===== src/rtl/id_issue_pkg.sv =====
// Shared definitions for the id_issue decode/issue stage: instruction fields,
// opcodes, ALU operation codes and FSM encodings.
package id_issue_pkg;

    localparam int unsigned INSTR_W = 16;
    localparam int unsigned DATA_W  = 8;
    localparam int unsigned ALUOP_W = 9;
    localparam int unsigned OPC_W   = 4;

    // Instruction layout: [15:12] opcode, [11:10] rd, [9:8] rs, [7:0] imm
    localparam int unsigned OPC_LSB = 12;
    localparam int unsigned RD_LSB  = 10;
    localparam int unsigned RS_LSB  = 8;
    localparam int unsigned IMM_LSB = 0;

    localparam logic [OPC_W-1:0] OPC_NOP  = 4'd0;
    localparam logic [OPC_W-1:0] OPC_ADD  = 4'd1;
    localparam logic [OPC_W-1:0] OPC_SHOW = 4'd2;
    localparam logic [OPC_W-1:0] OPC_LDI  = 4'd3;

    localparam logic [ALUOP_W-1:0] ALUOP_NOP  = 9'd0;
    localparam logic [ALUOP_W-1:0] ALUOP_ADD  = 9'd1;
    localparam logic [ALUOP_W-1:0] ALUOP_SHOW = 9'd10;

    typedef enum logic [1:0] {
        ST_IDLE,
        ST_ISSUE,
        ST_WB
    } state_t;

    // What the write-back cycle must do with the captured result
    typedef enum logic [1:0] {
        CLS_NONE,
        CLS_WRITE,
        CLS_SHOW
    } cls_t;

endpackage


===== src/rtl/id_regfile.sv =====
// General register file: two asynchronous read ports, one synchronous write
// port, synchronous reset of every entry to zero.
module id_regfile
    import id_issue_pkg::*;
#(
    parameter int unsigned NREG = 4,
    parameter int unsigned AW   = 2
) (
    input  logic              clk,
    input  logic              rst,
    input  logic [AW-1:0]     ra1,
    input  logic [AW-1:0]     ra2,
    output logic [DATA_W-1:0] rdata1,
    output logic [DATA_W-1:0] rdata2,
    input  logic              we,
    input  logic [AW-1:0]     wa,
    input  logic [DATA_W-1:0] wd
);

    logic [DATA_W-1:0] mem [NREG];

    assign rdata1 = mem[ra1];
    assign rdata2 = mem[ra2];

    // Reset has priority so an in-flight write is dropped
    always_ff @(posedge clk) begin
        if (rst) begin
            for (int i = 0; i < int'(NREG); i++) begin
                mem[i] <= '0;
            end
        end else if (we) begin
            mem[wa] <= wd;
        end
    end

endmodule


===== src/rtl/id_issue.sv =====
// Decode/issue stage: accepts an instruction, drives the execute stage for one
// cycle, captures its result and writes it back to a register or the display.
module id_issue
    import id_issue_pkg::*;
#(
    parameter int unsigned       NREG     = 4,
    parameter logic [DATA_W-1:0] RST_DISP = 8'h00
) (
    input  logic                i_clk,
    input  logic                i_rst,
    input  logic [INSTR_W-1:0]  i_instr,
    input  logic                i_instr_valid,
    output logic                o_instr_ready,
    output logic [DATA_W-1:0]   o_data1,
    output logic [DATA_W-1:0]   o_data2,
    output logic [ALUOP_W-1:0]  o_aluOp,
    input  logic [DATA_W-1:0]   i_res,
    output logic [DATA_W-1:0]   o_disp,
    output logic                o_show,
    output logic                o_illegal,
    output logic                o_busy
);

    localparam int unsigned AW = (NREG > 1) ? $clog2(NREG) : 1;

    state_t              state, state_next;
    cls_t                cls_q, cls_n;
    logic [AW-1:0]       rd_q, rd_n;
    logic [DATA_W-1:0]   res_q, res_n;
    logic [DATA_W-1:0]   data1_n, data2_n, disp_n;
    logic [ALUOP_W-1:0]  aluop_n;
    logic                show_n, illegal_n, ready_n, busy_n;

    logic [OPC_W-1:0]    opc;
    logic [AW-1:0]       rd_f, rs_f, ra1;
    logic [DATA_W-1:0]   imm, rdata1, rdata2;
    logic                we;

    assign opc  = i_instr[OPC_LSB +: OPC_W];
    assign rd_f = i_instr[RD_LSB +: AW];
    assign rs_f = i_instr[RS_LSB +: AW];
    assign imm  = i_instr[IMM_LSB +: DATA_W];

    // SHOW reads rs on port 1; everything else reads rd there
    assign ra1 = (opc == OPC_SHOW) ? rs_f : rd_f;

    id_regfile #(
        .NREG (NREG),
        .AW   (AW)
    ) u_rf (
        .clk    (i_clk),
        .rst    (i_rst),
        .ra1    (ra1),
        .ra2    (rs_f),
        .rdata1 (rdata1),
        .rdata2 (rdata2),
        .we     (we),
        .wa     (rd_q),
        .wd     (res_q)
    );

    always_comb begin
        state_next = state;
        cls_n      = cls_q;
        rd_n       = rd_q;
        res_n      = res_q;
        data1_n    = o_data1;
        data2_n    = o_data2;
        aluop_n    = o_aluOp;
        disp_n     = o_disp;
        show_n     = 1'b0;
        illegal_n  = 1'b0;
        we         = 1'b0;

        case (state)
            ST_IDLE: begin
                if (i_instr_valid) begin
                    state_next = ST_ISSUE;
                    rd_n       = rd_f;
                    cls_n      = CLS_NONE;
                    aluop_n    = ALUOP_NOP;
                    data1_n    = '0;
                    data2_n    = '0;
                    case (opc)
                        OPC_NOP: ;
                        OPC_ADD: begin
                            cls_n   = CLS_WRITE;
                            aluop_n = ALUOP_ADD;
                            data1_n = rdata1;
                            data2_n = rdata2;
                        end
                        OPC_SHOW: begin
                            cls_n   = CLS_SHOW;
                            aluop_n = ALUOP_SHOW;
                            data1_n = rdata1;
                        end
                        OPC_LDI: begin
                            cls_n   = CLS_WRITE;
                            aluop_n = ALUOP_ADD;
                            data2_n = imm;
                        end
                        default: illegal_n = 1'b1;
                    endcase
                end
            end
            ST_ISSUE: begin
                state_next = ST_WB;
                res_n      = i_res;
                show_n     = (cls_q == CLS_SHOW);
            end
            ST_WB: begin
                state_next = ST_IDLE;
                we         = (cls_q == CLS_WRITE);
                if (cls_q == CLS_SHOW) begin
                    disp_n = res_q;
                end
                aluop_n = ALUOP_NOP;
                data1_n = '0;
                data2_n = '0;
            end
            default: state_next = ST_IDLE;
        endcase

        ready_n = (state_next == ST_IDLE);
        busy_n  = (state_next != ST_IDLE);
    end

    always_ff @(posedge i_clk) begin
        if (i_rst) begin
            state         <= ST_IDLE;
            cls_q         <= CLS_NONE;
            rd_q          <= '0;
            res_q         <= '0;
            o_data1       <= '0;
            o_data2       <= '0;
            o_aluOp       <= ALUOP_NOP;
            o_disp        <= RST_DISP;
            o_show        <= 1'b0;
            o_illegal     <= 1'b0;
            o_instr_ready <= 1'b1;
            o_busy        <= 1'b0;
        end else begin
            state         <= state_next;
            cls_q         <= cls_n;
            rd_q          <= rd_n;
            res_q         <= res_n;
            o_data1       <= data1_n;
            o_data2       <= data2_n;
            o_aluOp       <= aluop_n;
            o_disp        <= disp_n;
            o_show        <= show_n;
            o_illegal     <= illegal_n;
            o_instr_ready <= ready_n;
            o_busy        <= busy_n;
        end
    end

endmodule


===== config.mk =====
export PLATFORM = sky130hd
export DESIGN_NAME = id_issue
export DESIGN_NICKNAME = d
export VERILOG_FILES = /design/src/rtl/id_issue_pkg.sv /design/src/rtl/id_regfile.sv /design/src/rtl/id_issue.sv
export SDC_FILE = /design/constraint.sdc
export NUM_CORES = 1
export LEC_CHECK = 0
export BUFFER_PORTS_ARGS = -buffer_cell sky130_fd_sc_hd__clkbuf_2
export CAP_MARGIN = 20
export CORE_ASPECT_RATIO = 1.1
export CORE_MARGIN = 10
export CORE_UTILIZATION = 45
export CTS_BUF_LIST = sky130_fd_sc_hd__clkbuf_2 sky130_fd_sc_hd__clkbuf_4 sky130_fd_sc_hd__clkbuf_8
export DETAILED_ROUTE_END_ITERATION = 10
export HOLD_SLACK_MARGIN = 0.02
export PLACE_DENSITY = 0.78
export SLEW_MARGIN = 20
export SYNTH_ARGS = -nofsm -noshare
export SYNTH_HDL_FRONTEND = slang
export SYNTH_SLANG_ARGS = --single-unit

===== constraint.sdc =====
create_clock -name i_clk -period 2.55 [get_ports i_clk]
set_input_delay 0.765 -clock i_clk [delete_from_list [all_inputs] [get_ports i_clk]]
set_output_delay 0.765 -clock i_clk [all_outputs]
set_load 0.02 [all_outputs]

==> impl_metrics.tcl, run 1 <==
set metrics [dict create \
    vias 2280 \
    synth_top_area_share 0.290 \
    crit_required_ns 2.74 \
    drt-wirelength-per-cell_um 15.8 \
    cts_resized 0 \
    synthCells 296 \
    post_cts_buffers 0 \
    die_x_um 102 \
    cts_tree "yes" \
    place_ws_ns 0.262 \
    yosys_most_used_dff "dfxtp_1" \
    finalNonFillerCells 444 \
    nNetsFinal 381 \
    die-area_mm2 0.0112 \
    slew_viol_final 0 \
    ios 64 \
    fin_tns_setup_ns 0 \
    h-tree-depth 3 \
    fill_cells 627 \
    drc_errors 0 \
    layout_setup_ws_ns 0.553 \
    holdCritStartpoint "o_data2[4]" \
    crit_type "primary input to flop" \
    cp_max_fo 16 \
    max_freq_ghz 0.501 \
    power_mw 2.41 \
    grt_start_max_net_pins 26 \
    finClkSkew_ns 0.0105 \
    status "finished clean" \
    min_period_ns 2.00 \
    fin_worst_hold_slack_ns 0.456 \
    whs_path_depth 2 \
    cts_made_buffers 9 \
    r2r-start "state[0]" \
    start_util 0.468 \
    crit_start "i_instr[12]" \
    utilization 0.546 \
    slew_headroom 0.568 \
    firstDrtPassIters 4 \
    clk_pin_slew_ns 0.07 \
    synth_edf_count 32 \
    grt_first_pass_wirelength_um 11600 \
    coreArea_mm2 0.00709 \
    cp.arrival_ns 2.18 \
    post-route-period-util 0.783 \
    grt.total_usage 0.131 \
    worstSkewPairLatency_ns 0.34 \
    vias_per_cell 5.14 \
    finalInstanceArea_mm2 0.00387 \
    grt_setup_unrepaired "false" \
    end_kind "flop" \
    cts_sinks 76 \
    synth_area_leaders "edfxtp_1, dfxtp_1, mux2i_1" \
    ir_worst_vdd_uv 302 \
    drv_cap 0 \
    seq_area_frac_synth 0.556 \
    routed_wl_um 6990 \
    reg2reg_depth 4 \
    finalHoldViolCount 0 \
    layout-drive-gt1-share 0.276 \
    dp_cells 428 \
    grt_overflow_total 0 \
    hp-class "flop to flop" \
    setup_viol 0 \
    postRouteAntennaNets 0 \
    async_flop_share 0 \
    netlist_area_mm2 0.00331 \
    synth.ff_latch_count 76 \
    antenna_found_initial 0 \
    rows 32 \
    synth.avg_cell_area_um2 11.2 \
    root_buffer "clkbuf_8" \
    yosysUniqueCellTypes 37 \
    grt_pass1_vias 2340 \
    powerDensity_mw_per_mm2 622 \
    postCtsHoldBufs 0 \
    yosysWarnings 0 \
    place.gp.congestion 0.777 \
    yosysTopAreaCell "edfxtp_1" \
    hpwl_um 5380 \
    tightest_slew_ns 0.644 \
    startpoint_type "primary input" \
    yosys-top-cells-count "nand2_1, dfxtp_1, and2_1, edfxtp_1, mux2i_1" \
    drt-initial-drc-count 112 \
    die_h_um 110 \
    power.leakage_nw 1.59 \
    yosysMostFrequentCell "nand2_1" \
    placed_cell_area_mm2 0.00367 \
    diodes 0 \
    numPortBuffers 57 \
    syn_to_final_growth_pct 16.7 \
    clock_path_buffers 2 \
]
## where the power goes
group	internal (mW)	leakage, nW	total [mW]	switching (mW)
Combinational	0.0842	0.795	0.193	0.109
Sequential	1.30	0.687	1.33	0.0269
Clock	0.482	0.107	0.887	0.406
Total	1.86	1.59	2.41	0.542
## worst max-delay path: stages
cell and delay (ns):
clkbuf_2 0.14, nor4b_4 0.38, mux2i_4 0.32, buf_12 0.19, mux2i_1 0.25, o221ai_1 0.13
## layer usage
metal,vias to the layer above,track usage,share of wire
met4,0,0.0716,0.015
met5,-,0,0
met3,9,0.0411,0.081
met1,1065,0.150,0.42
li1,1141,-,-
met2,65,0.214,0.48
## logic make-up (layout without fill, tap and decap cells)
family / Yosys count / in the layout / synth area share
DFF: 76 / 76 / 0.556
buffers and inverters: 23 / 81 / 0.0377
and+or+nand+nor: 120 / 120 / 0.191
muxes: 35 / 35 / 0.140
AOI/OAI and AO/OA: 41 / 41 / 0.0744
other: 1 / 6 / 0.00113
## path summary, 6_finish.rpt
kind	end	slack [ns]
worst max-delay path	o_data1[2]	0.55
worst min register to register	o_data2[4]	0.46
worst max register to register	o_data1[6]	0.82
worst min-delay path	o_data2[4]	0.46
## flip-flops by register name, indices dropped and copies added, names as in the netlist
| name | cells |
|---|---|
| rd_q | 2 |
| o_busy | 1 |
| o_aluOp | 2 |
| o_show | 1 |
| o_data1 | 8 |
| u_rf.mem | 32 |
| state | 2 |
| o_disp | 8 |
| o_illegal | 1 |
| cls_q | 2 |
| res_q | 8 |
| o_instr_ready | 1 |
| o_data2 | 8 |
## final cells by class
class | count | area [um2] | area share
sequential | 76 | 1840 | 0.476
multi-input combinational | 202 | 1370 | 0.353
timing repair buffer | 64 | 350 | 0.0906
clock inverter | 1 | 5.00 | 0.00129
tap | 85 | 106 | 0.0275
clock buffer | 15 | 194 | 0.0501
inverter | 1 | 3.75 | 0.000971
## layout by cell type (no fill, tap or decap), types with 2 or more instances in the layout
master / synthesis / layout
clkbuf_2: 0 / 57
nand2_1: 54 / 54
mux2i_1: 26 / 26
o221ai_1: 8 / 8
and2_1: 32 / 32
nand3b_1: 2 / 2
dfxtp_1: 44 / 44
buf_4: 7 / 6
clkbuf_4: 0 / 2
conb_1: 1 / 6
edfxtp_1: 32 / 32
o21ai_0: 9 / 9
or2_2: 4 / 4
nor3_1: 2 / 2
nand2b_1: 5 / 5
nor2_1: 9 / 9
a21oi_1: 20 / 20
nor3b_1: 2 / 2
mux4_2: 8 / 8
clkbuf_8: 0 / 13
Power figures use the tool's default switching activity.
==> inputs of run 2 (changes only) <==
Settings changed: PLACE_DENSITY 0.78 to 0.81.
Clock period 2.55 ns to 1.6 ns, I/O delays scaled along.
==> impl_metrics.tcl, run 2 (synthesis gave the netlist of run 1 again) <==
set metrics [dict create \
    fin_worst_hold_slack_ns 0.354 \
    layout_setup_ws_ns -0.0316 \
    hp-class "primary input to flop" \
    placed_cell_area_mm2 0.00385 \
    seq_area_mm2 0.00184 \
    place.gp.congestion 0.797 \
    startpoint_type "primary input" \
    mostFrequentLayoutCells "clkbuf_2, nand2_1, dfxtp_1, and2_1, edfxtp_1" \
    setup_viol 5 \
    grt_setup_unrepaired "true" \
    finalHoldViolCount 0 \
    crit_required_ns 1.82 \
    largest-register "u_rf.mem" \
    finClkSkew_ns 0.00705 \
    final_common_cell "clkbuf_2" \
    cp_slowest_cell "mux2i_4" \
    postCtsHoldBufs 0 \
    drt-wirelength-per-cell_um 15.8 \
    ios 64 \
    antenna_found_initial 0 \
    numPortBuffers 57 \
    worstSkewPairLatency_ns 0.34 \
    violations "negative setup slack" \
    grt.total_usage 0.133 \
    coreArea_mm2 0.00709 \
    fin_tns_setup_ns -0.0742 \
    diodes 0 \
    ir_worst_vdd_uv 555 \
    crit_type "primary input to flop" \
    die_x_um 102 \
    end_kind "flop" \
    min_period_ns 1.63 \
    largest_reg_flops 32 \
    drv_cap 0 \
    clk_pin_slew_ns 0.07 \
    root_buffer "clkbuf_8" \
    slew_viol_final 0 \
    fill_cells 607 \
    multi_input_area_mm2 0.00141 \
    drt-initial-drc-count 101 \
    powerDensity_mw_per_mm2 959 \
    cts_made_buffers 9 \
    vias 2373 \
    grt_pass1_vias 2467 \
    max_freq_ghz 0.613 \
    die_h_um 110 \
    crit_chain "buf_6 > nor4b_4 > mux2i_4 > clkbuf_16 > mux2i_1 > o221ai_1" \
    setup.worst_path.end "o_data1[3]" \
    rows 32 \
    cts_sinks 76 \
    nNetsFinal 400 \
    die-area_mm2 0.0112 \
    r2r-start "state[0]" \
    cts_tree "yes" \
    crit_cells 6 \
    drc_errors 0 \
    hpwl_um 5590 \
    cp_max_fo 8 \
    routed_wl_um 7320 \
    utilization 0.579 \
    h-tree-depth 3 \
    cp_num_buf_inv 2 \
    power_mw 3.94 \
    post-route-period-util 1.02 \
    status "complete, but fails checks" \
    power.leakage_nw 1.70 \
    grt_first_pass_wirelength_um 11600 \
    cp.arrival_ns 1.85 \
    crit_start "i_instr[14]" \
    grt_overflow_total 0 \
    postRouteAntennaNets 0 \
    syn_to_final_growth_pct 23.9 \
    grt_start_max_net_pins 25 \
    cp_top_family "multiplexers" \
    r2r-end "o_data1[6]" \
    max_stage_delay_ns 0.38 \
    clock_path_buffers 2 \
    vias_per_cell 5.13 \
    firstDrtPassIters 5 \
    finalInstanceArea_mm2 0.00411 \
    reg2reg_depth 5 \
    start_util 0.468 \
    post_cts_buffers 0 \
    layout-drive-gt1-share 0.317 \
    rrSetupSlack_ns 0.01 \
]
[run 2: cell types whose count changed in the layout (fill, tap and decap cells not counted), moves of 2 or more]
cell / previous run / this run
clkbuf_8: 13 / 10
buf_12: 1 / 3
buf_6: 0 / 2
clkbuf_2: 57 / 55
or2_4: 0 / 3
clkbuf_4: 2 / 0
buf_4: 6 / 22
clkinvlp_4: 0 / 2
or2_2: 4 / 1
[run 2: power breakdown]
group          switching [mW]  internal [mW]  total (mW)
clock network           0.700          0.759        1.46
registers              0.0431           2.07        2.11
logic                   0.188          0.177       0.365
total                   0.931           3.00        3.94
[run 2: worst min path at each step]
stage               startpoint         end  depth (start not counted)
floorplan             cls_q[0]    cls_q[0]                          2
global placement    o_data2[3]  o_data2[3]                          2
detailed placement  o_data2[2]  o_data2[2]                          2
CTS                   i_res[6]    res_q[6]                          3
global route          i_res[7]    res_q[7]                          3
finish                i_res[6]    res_q[6]                          3
[run 2: worst min-delay path, cell delays in order]
cell and delay [ns]:
clkbuf_2 0.08, nand2_1 0.05, a21oi_1 0.05
[run 2: timing repair]
action	in CTS	in global routing
gates cloned	0	1
pin swaps	0	9
endpoints found under the setup margin	17	45
gates resized for setup	2	9
[run 2: layout make-up]
type	count	area share
flip-flops and latches	76	0.449
clock inverters	6	0.0155
repair buffers	83	0.133
well taps	85	0.0259
multi-input cells	202	0.342
inverters	1	0.000914
clock buffers	10	0.0335
[run 2: layer usage]
layer / routed length [um] / GRT usage
met1: 3040 / 0.149
met2: 3580 / 0.224
met3: 493 / 0.0336
met4: 199 / 0.0867
met5: 0 / 0
[run 2: stage by stage]
stage                     worst slack (ns)  cells
after floorplan                     -0.277    301
after global routing                -0.108    463
after detailed placement            -0.358    446
final                              -0.0316    463
after global placement              -0.281    446
after CTS                          0.00199    462
